`src/rtl/friscv_stats_ctrl.sv`:
```
// Performance-statistics controller: four event counters with
// enable/clear/snapshot sequencing and a valid/ready register port.
module friscv_stats_ctrl #(
  parameter int XLEN        = 32,
  parameter bit EN_AT_RESET = 1'b1
) (
  input  logic            aclk,
  input  logic            aresetn,
  input  logic            inst_en,
  input  logic            inst_ready,
  input  logic            req_valid,
  output logic            req_ready,
  input  logic            req_wr,
  input  logic [2:0]      req_addr,
  input  logic [XLEN-1:0] req_wdata,
  output logic            rsp_valid,
  input  logic            rsp_ready,
  output logic [XLEN-1:0] rsp_rdata,
  output logic            rsp_err
);

  typedef enum logic [1:0] {
    IDLE,
    EXEC,
    RESP
  } state_t;

  state_t          state;
  logic            l_wr;
  logic [2:0]      l_addr;
  logic [3:0]      l_wdata;
  logic            enable;
  logic [3:0]      ovf;
  logic [XLEN-1:0] cnt  [4];
  logic [XLEN-1:0] snap [4];

  logic [3:0]      ev;
  logic [3:0]      inc;
  logic [3:0]      wrap;
  logic [3:0]      w1c;
  logic            is_exec;
  logic            acc_err;
  logic            ctrl_wr;
  logic            stat_wr;
  logic            do_clr;
  logic            do_snap;
  logic            sel_ctrl;
  logic            sel_stat;
  logic            sel_snap;
  logic [1:0]      snap_idx;
  logic [XLEN-1:0] rd_val;
  logic            unused_wdata;

  assign unused_wdata = ^req_wdata[XLEN-1:4];

  assign req_ready = (state == IDLE);
  assign rsp_valid = (state == RESP);

  assign ev = {~inst_en,
               inst_en & inst_ready,
               inst_en & ~inst_ready,
               1'b1};
  assign inc = {4{enable}} & ev;

  assign is_exec  = (state == EXEC);
  assign acc_err  = (l_addr >= 3'd6)
                  | (l_wr & (l_addr >= 3'd2));
  assign ctrl_wr  = is_exec & l_wr
                  & (l_addr == 3'd0);
  assign stat_wr  = is_exec & l_wr
                  & (l_addr == 3'd1);
  assign do_clr   = ctrl_wr & l_wdata[1];
  assign do_snap  = ctrl_wr & l_wdata[2];
  assign w1c      = stat_wr ? l_wdata : 4'b0;

  // A clear in the same cycle suppresses the increment, so no wrap either
  always_comb begin
    wrap = '0;
    for (int i = 0; i < 4; i++) begin
      wrap[i] = inc[i] & ~do_clr & (&cnt[i]);
    end
  end

  assign sel_ctrl = (l_addr == 3'd0);
  assign sel_stat = (l_addr == 3'd1);
  assign sel_snap = (l_addr >= 3'd2)
                  & (l_addr <= 3'd5);
  assign snap_idx = 2'(l_addr - 3'd2);

  always_comb begin
    rd_val = '0;
    unique case (1'b1)
      sel_ctrl: rd_val = XLEN'(enable);
      sel_stat: rd_val = XLEN'({enable, 4'b0, ovf});
      sel_snap: rd_val = snap[snap_idx];
      default:  rd_val = '0;
    endcase
  end

  always_ff @(posedge aclk) begin
    if (!aresetn) begin
      ovf <= '0;
      for (int i = 0; i < 4; i++) begin
        cnt[i]  <= '0;
        snap[i] <= '0;
      end
    end else begin
      ovf <= (ovf & ~w1c) | wrap;
      for (int i = 0; i < 4; i++) begin
        if (do_clr)
          cnt[i] <= '0;
        else if (inc[i])
          cnt[i] <= cnt[i] + 1'b1;
        if (do_snap)
          snap[i] <= cnt[i];
      end
    end
  end

  always_ff @(posedge aclk) begin
    if (!aresetn) begin
      state     <= IDLE;
      l_wr      <= 1'b0;
      l_addr    <= '0;
      l_wdata   <= '0;
      enable    <= EN_AT_RESET;
      rsp_rdata <= '0;
      rsp_err   <= 1'b0;
    end else begin
      unique case (state)
        IDLE: begin
          if (req_valid) begin
            l_wr    <= req_wr;
            l_addr  <= req_addr;
            l_wdata <= req_wdata[3:0];
            state   <= EXEC;
          end
        end
        EXEC: begin
          rsp_err   <= acc_err;
          rsp_rdata <= (acc_err | l_wr) ? '0 : rd_val;
          if (ctrl_wr)
            enable <= l_wdata[0];
          state <= RESP;
        end
        RESP: begin
          if (rsp_ready)
            state <= IDLE;
        end
        default: state <= IDLE;
      endcase
    end
  end

endmodule
```
`config.mk`:
```
export PLATFORM = sky130hd
export DESIGN_NAME = friscv_stats_ctrl
export DESIGN_NICKNAME = d
export VERILOG_FILES = /design/src/rtl/friscv_stats_ctrl.sv
export SDC_FILE = /design/constraint.sdc
export NUM_CORES = 1
export LEC_CHECK = 0
export ABC_AREA = 1
export ABC_CLOCK_PERIOD_IN_PS = 9270
export CAP_MARGIN = 30
export CORE_MARGIN = 2
export CORE_UTILIZATION = 46
export DETAILED_ROUTE_END_ITERATION = 12
export GPL_TIMING_DRIVEN = 0
export PLACE_DENSITY = 0.75
export SYNTH_ARGS = -nofsm -noshare
export SYNTH_HDL_FRONTEND = slang
export SYNTH_SLANG_ARGS = --single-unit
```
`constraint.sdc`:
```
create_clock -name aclk -period 9.27 [get_ports aclk]
set_clock_uncertainty 0.15 [all_clocks]
set_input_delay 2.781 -clock aclk [delete_from_list [all_inputs] [get_ports aclk]]
set_output_delay 2.781 -clock aclk [all_outputs]
set_load 0.01 [all_outputs]
```
==> results of run 1 <==
sequential cells by signal, indices dropped and copies added (netlist names):
signal	cells
cnt	128
l_addr	3
rsp_rdata	32
ovf	4
l_wdata	4
rsp_err	1
snap	128
l_wr	1
state	2
enable	1
final timing paths:
path,from,endpoint,slack [ns]
worst max-delay path,aresetn,cnt[0][28]$_SDFFCE_PN0P_,3.55
worst min register to register,rsp_rdata[26]$_SDFFE_PN0N_,rsp_rdata[26]$_SDFFE_PN0N_,0.31
worst max register to register,l_addr[0]$_SDFFE_PN0P_,cnt[0][28]$_SDFFCE_PN0P_,6.48
worst min-delay path,rsp_rdata[26]$_SDFFE_PN0N_,rsp_rdata[26]$_SDFFE_PN0N_,0.31
area by class of cell:
| type | count | area (um2) |
|---|---|---|
| clock inverter | 15 | 195 |
| multi-input combinational | 1339 | 5760 |
| fill | 3090 | 15500 |
| clock buffer | 47 | 950 |
| tap | 448 | 561 |
| inverter | 185 | 697 |
| timing repair buffer | 53 | 618 |
| buffer | 58 | 389 |
| sequential | 304 | 8650 |
power groups by stage:
stage	clock, mW	sequential [mW]	combinational, mW
after CTS	1.41	1.60	0.252
after detailed placement	0	1.63	0.250
final	1.40	1.60	0.255
after global placement	0	1.63	0.239
after floorplan	0	1.61	0.158
after global routing	1.46	1.61	0.282
cells in the final DEF, fill, tap and decap left out, types with 7 or more instances in the layout:
cell / synthesis / routed
nand2_1: 503 / 502
nor2_1: 453 / 453
edfxtp_1: 256 / 256
inv_1: 183 / 183
a21oi_1: 125 / 125
nand3_1: 90 / 90
o21ai_0: 80 / 80
dfxtp_1: 48 / 48
clkdlybuf4s50_1: 0 / 48
clkbuf_16: 0 / 34
clkbuf_1: 23 / 31
o22ai_1: 27 / 27
xor2_1: 18 / 18
buf_6: 16 / 16
buf_4: 12 / 12
clkinv_2: 0 / 7
worst min-delay path: stages, from the launching register on:
cell and delay (ns):
dfxtp_1 0.31, nand2_1 0.06, a21oi_1 0.05
routing by layer:
layer	wire (um)	vias up
met5	0	-
met4	1950	0
met3	4020	93
met2	19500	521
met1	18600	6139
li1	-	6320
through the flow:
step / hold WS [ns] / total power [mW] / util [%]
floorplan: 0.295 / 1.77 / -
global placement: 0.304 / 1.87 / 49.5
detailed placement: 0.305 / 1.88 / 50.0
CTS: 0.315 / 3.26 / 53.4
global route: 0.333 / 3.35 / 53.4
finish: 0.312 / 3.26 / 53.4
cell families after synthesis:
group / synth area share (%)
AOI/OAI and AO/OA: 8.14
xor gates and xnor gates: 1.07
adders and majority gates: 0.323
buffers and inverters: 7.01
DFF: 55.9
and+or+nand+nor: 27.6
==> results.json, run 1 <==
{
  "outcome": "completed",
  "intPower_mw": 2.46,
  "layout.nets": 2021,
  "met2_usage_pct": 38.7,
  "cpLargestDelayFamily": "buffers and inverters",
  "maxCapViolations": 0,
  "rows": 67,
  "worst_r2r_path_depth": 7,
  "maxSlewViolCount": 0,
  "use_met3_pct": 5.44,
  "powerDensity_mw_per_mm2": 183,
  "vias_per_cell": 5.34,
  "cts_root_buffer": "clkbuf_16",
  "worst_slack_ns": 3.55,
  "coreArea_mm2": 0.0334,
  "ys.flop_type": "edfxtp_1",
  "synth_edf_count": 256,
  "startpoint_type": "input pin",
  "die_h_um": 187,
  "synth_seq_cells": 304,
  "grt_pass1_vias": 12429,
  "p_leak_nw": 6.23,
  "critical_path_peak_fanout": 17,
  "cts_tree": "done",
  "setup_viol": 0,
  "wl_per_cell_um": 18.0,
  "top_level_ports": 77,
  "ant_nets": 0,
  "dp_hpwl_mm": 33.7,
  "yosys-top-cells-count": "nand2_1, nor2_1, edfxtp_1",
  "grt_max_degree": 75,
  "drt_wl_total_mm": 44.1,
  "cts_resized": 0,
  "fin_area_mm2": 0.0178,
  "critPathKind": "input pin to flip-flop",
  "drive_gt1_share_pct": 5.60,
  "netSwitchingFraction_pct": 24.5,
  "use_met1_pct": 34.1,
  "hold_buffers": 0,
  "synth.distinct_cells": 36,
  "cpPeakStageDelay_ns": 0.81,
  "fmax_ghz": 0.175,
  "synth_largest_area_cell": "edfxtp_1",
  "synth.net_count": 1932,
  "die_x_um": 187,
  "endpoint_kind": "flip-flop",
  "drt_iter0_markers": 1552,
  "grt_usage_pct": 25.1,
  "grt_setup_unrepaired": "no",
  "worstPathRequired_ns": 9.38,
  "dr.pass1.iters": 6,
  "antenna_found_initial": 0,
  "syn-cell-area_mm2": 0.0155,
  "numCtsBuffers": 34,
  "io_buffers": 48,
  "instances_no_fill": 2449,
  "power_frac_comb_pct": 7.8,
  "netlist_instances": 1886,
  "finalHoldViolCount": 0,
  "ys_seq_area_share_pct": 55.9,
  "switching_power_mw": 0.798,
  "areaGrowthSynthToFinish_pct": 15.1,
  "grt-ovfl-total": 0,
  "clk_latency_ns": 0.53,
  "power_frac_seq_pct": 49.2,
  "gp_congestion": 0.980,
  "synth.avg_cell_area_um2": 8.21,
  "worstPathArrival_ns": 5.83,
  "tns_ns": 0,
  "critPathBufInv": 4,
  "grt_pass1_wl_mm": 67.9,
  "post-place-ws_ns": 3.19,
  "start_util_pct": 46.4,
  "grt-busiest-layer": "met2",
  "critPathSlowestCell": "clkdlybuf4s50_1",
  "cts.htree.levels": 2,
  "route.vias.total": 13073,
  "cts_sinks": 304,
  "ys_async_sr_fraction_pct": 0,
  "cts_setup_buffers": 0,
  "place_inst": 2387,
  "synth_most_common_cell": "nand2_1",
  "worstMarginPinSlew_ns": 0.881,
  "clockPowerShare_pct": 43.0,
  "drcViolationCount": 0,
  "ir_drop_uv": 134,
  "hp-class": "flip-flop to flip-flop",
  "whs_path_depth": 2,
  "min_period_ns": 5.72,
  "min_period_over_period_pct": 61.7,
  "synth.top_cells.by_area": "edfxtp_1, nand2_1, nor2_1, dfxtp_1, inv_1",
  "cts.clk_slew.worst_paths_ns": 0.06,
  "synth_top_area_share_pct": 49.6,
  "n_antenna_cell": 0,
  "path_depth": 6,
  "clockBufferDepth": 3,
  "synth_warnings": 0,
  "placed_cell_area_mm2": 0.0167,
  "relSlewSlack_pct": 41.1,
  "die_area_mm2": 0.0351,
  "crit_chain": "clkdlybuf4s50_1 -> inv_1 -> buf_2 -> a21oi_1 -> nand2_1 -> buf_16"
}
Power figures use the tool's default switching activity.
==> inputs of run 2 (changes only) <==
--- a/config.mk
+++ b/config.mk
@@ -6,13 +6,13 @@
 export NUM_CORES = 1
 export LEC_CHECK = 0
 export ABC_AREA = 1
-export ABC_CLOCK_PERIOD_IN_PS = 9270
+export ABC_CLOCK_PERIOD_IN_PS = 5200
 export CAP_MARGIN = 30
 export CORE_MARGIN = 2
 export CORE_UTILIZATION = 46
 export DETAILED_ROUTE_END_ITERATION = 12
 export GPL_TIMING_DRIVEN = 0
-export PLACE_DENSITY = 0.75
+export PLACE_DENSITY = 0.77
 export SYNTH_ARGS = -nofsm -noshare
 export SYNTH_HDL_FRONTEND = slang
 export SYNTH_SLANG_ARGS = --single-unit
==> constraint.sdc (replaced) <==
create_clock -name aclk -period 5.2 [get_ports aclk]
set_clock_uncertainty 0.15 [all_clocks]
set_input_delay 1.56 -clock aclk [delete_from_list [all_inputs] [get_ports aclk]]
set_output_delay 1.56 -clock aclk [all_outputs]
set_load 0.01 [all_outputs]
==> results.json, run 2 (synthesis gave the netlist of run 1 again) <==
{
  "cts_sinks": 304,
  "io_buffers": 48,
  "drcViolationCount": 0,
  "ant_nets": 0,
  "cts_resized": 0,
  "whs_ns": 0.316,
  "cpLargestDelayFamily": "buffers and inverters",
  "antenna_found_initial": 0,
  "grt_pass1_vias": 12190,
  "grt_setup_unrepaired": "no",
  "maxSlewViolCount": 0,
  "critPathBufInv": 4,
  "route.vias.total": 13053,
  "min_period_over_period_pct": 82.3,
  "p_leak_nw": 6.22,
  "worstPathRequired_ns": 5.32,
  "critPathKind": "input pin to flip-flop",
  "clk_latency_ns": 0.52,
  "maxCapViolations": 0,
  "die_h_um": 187,
  "gp_congestion": 0.987,
  "drt_wl_total_mm": 44.5,
  "fmax_ghz": 0.234,
  "drt_iter0_markers": 1392,
  "hold_buffers": 0,
  "grt_pass1_wl_mm": 68.0,
  "layout.nets": 2021,
  "critical_path_peak_fanout": 18,
  "total_power_mw": 5.79,
  "crit_chain": "clkdlybuf4s50_1 -> inv_1 -> buf_2 -> a21oi_1 -> nand2_1 -> buf_16",
  "relSlewSlack_pct": 43.1,
  "dp_hpwl_mm": 34.4,
  "areaGrowthSynthToFinish_pct": 14.9,
  "dr.pass1.iters": 5,
  "final_common_cell": "nand2_1",
  "hp-class": "flip-flop to flip-flop",
  "cts.htree.levels": 2,
  "cts.clk_slew.worst_paths_ns": 0.06,
  "cts_tree": "done",
  "worstMarginPinSlew_ns": 0.851,
  "layout.cells.most_common_list": "nand2_1, nor2_1, edfxtp_1",
  "critPathSlowestCell": "clkdlybuf4s50_1",
  "start_util_pct": 46.4,
  "outcome": "completed",
  "min_period_ns": 4.28,
  "clockBufferDepth": 3,
  "finalHoldViolCount": 0,
  "drive_gt1_share_pct": 5.65,
  "startpoint_type": "input pin",
  "numCtsBuffers": 35,
  "die_x_um": 187,
  "grt_usage_pct": 25.0,
  "tns_ns": 0,
  "top_level_ports": 77,
  "vias_per_cell": 5.33,
  "powerDensity_mw_per_mm2": 325,
  "cpPeakStageDelay_ns": 0.72,
  "n_antenna_cell": 0,
  "grt_max_degree": 71,
  "worstPathArrival_ns": 4.40,
  "coreArea_mm2": 0.0334,
  "ir_drop_uv": 204,
  "rows": 67,
  "top_regs": "cnt: 128 flops, snap: 128 flops, rsp_rdata: 32 flops",
  "endpoint_kind": "flip-flop",
  "grt-ovfl-total": 0,
  "setup_viol": 0,
  "cts_setup_buffers": 0,
  "die_area_mm2": 0.0351,
  "cts_root_buffer": "clkbuf_16",
  "wl_per_cell_um": 18.2
}
-- run 2: layer usage --
layer	vias to the layer above	wire [um]	GRT usage [%]	share of wire, %
met5	-	0	0	0
li1	6319	-	-	-
met4	0	1350	8.03	3.0
met3	80	3380	3.19	7.6
met1	6131	19100	34.8	43
met2	523	20600	41.0	46
-- run 2: area by class of cell --
class,instances,area (um2)
Clock inverter,16,145
Buffer,58,389
Clock buffer,46,1000
Multi-Input combinational cell,1339,5760
Fill cell,3186,15600
Inverter,185,697
Sequential cell,304,8650
Tap cell,448,561
Timing Repair Buffer,52,591
-- run 2: metrics by stage --
step | setup WS (ns) | instance area (um2) | instances | util, %
floorplan | 0.0294 | 15500 | 1886 | -
global route | 0.837 | 17800 | 2448 | 53.3
detailed placement | 0.417 | 16600 | 2386 | 49.9
global placement | -1.91 | 16500 | 2382 | 49.5
finish | 0.921 | 17800 | 2448 | 53.3
CTS | 0.954 | 17800 | 2448 | 53.3
-- run 2: worst paths after layout --
check | from | endpoint | slack [ns] | cells after the start
worst max register to register | l_addr[2]$_SDFFE_PN0P_ | cnt[1][30]$_SDFFCE_PN0P_ | 2.45 | 6
worst min-delay path | rsp_rdata[19]$_SDFFE_PN0N_ | rsp_rdata[19]$_SDFFE_PN0N_ | 0.32 | 2
worst min register to register | rsp_rdata[19]$_SDFFE_PN0N_ | rsp_rdata[19]$_SDFFE_PN0N_ | 0.32 | 2
worst max-delay path | aresetn | cnt[1][30]$_SDFFCE_PN0P_ | 0.92 | 6
-- run 2: report_power, final --
part | leakage (nW) | switching [mW] | internal [mW]
clock | 0.572 | 1.01 | 1.46
sequential | 3.13 | 0.0981 | 2.75
combinational | 2.52 | 0.321 | 0.143
total | 6.22 | 1.43 | 4.36
-- run 2: worst register-to-register path, cell delays in order, from the launching register on --
cell,delay [ns]
dfxtp_1,0.55
nor2_4,0.13
nand2_2,0.10
nor2_4,0.06
a21oi_1,0.51
nand2_1,0.64
buf_16,0.37
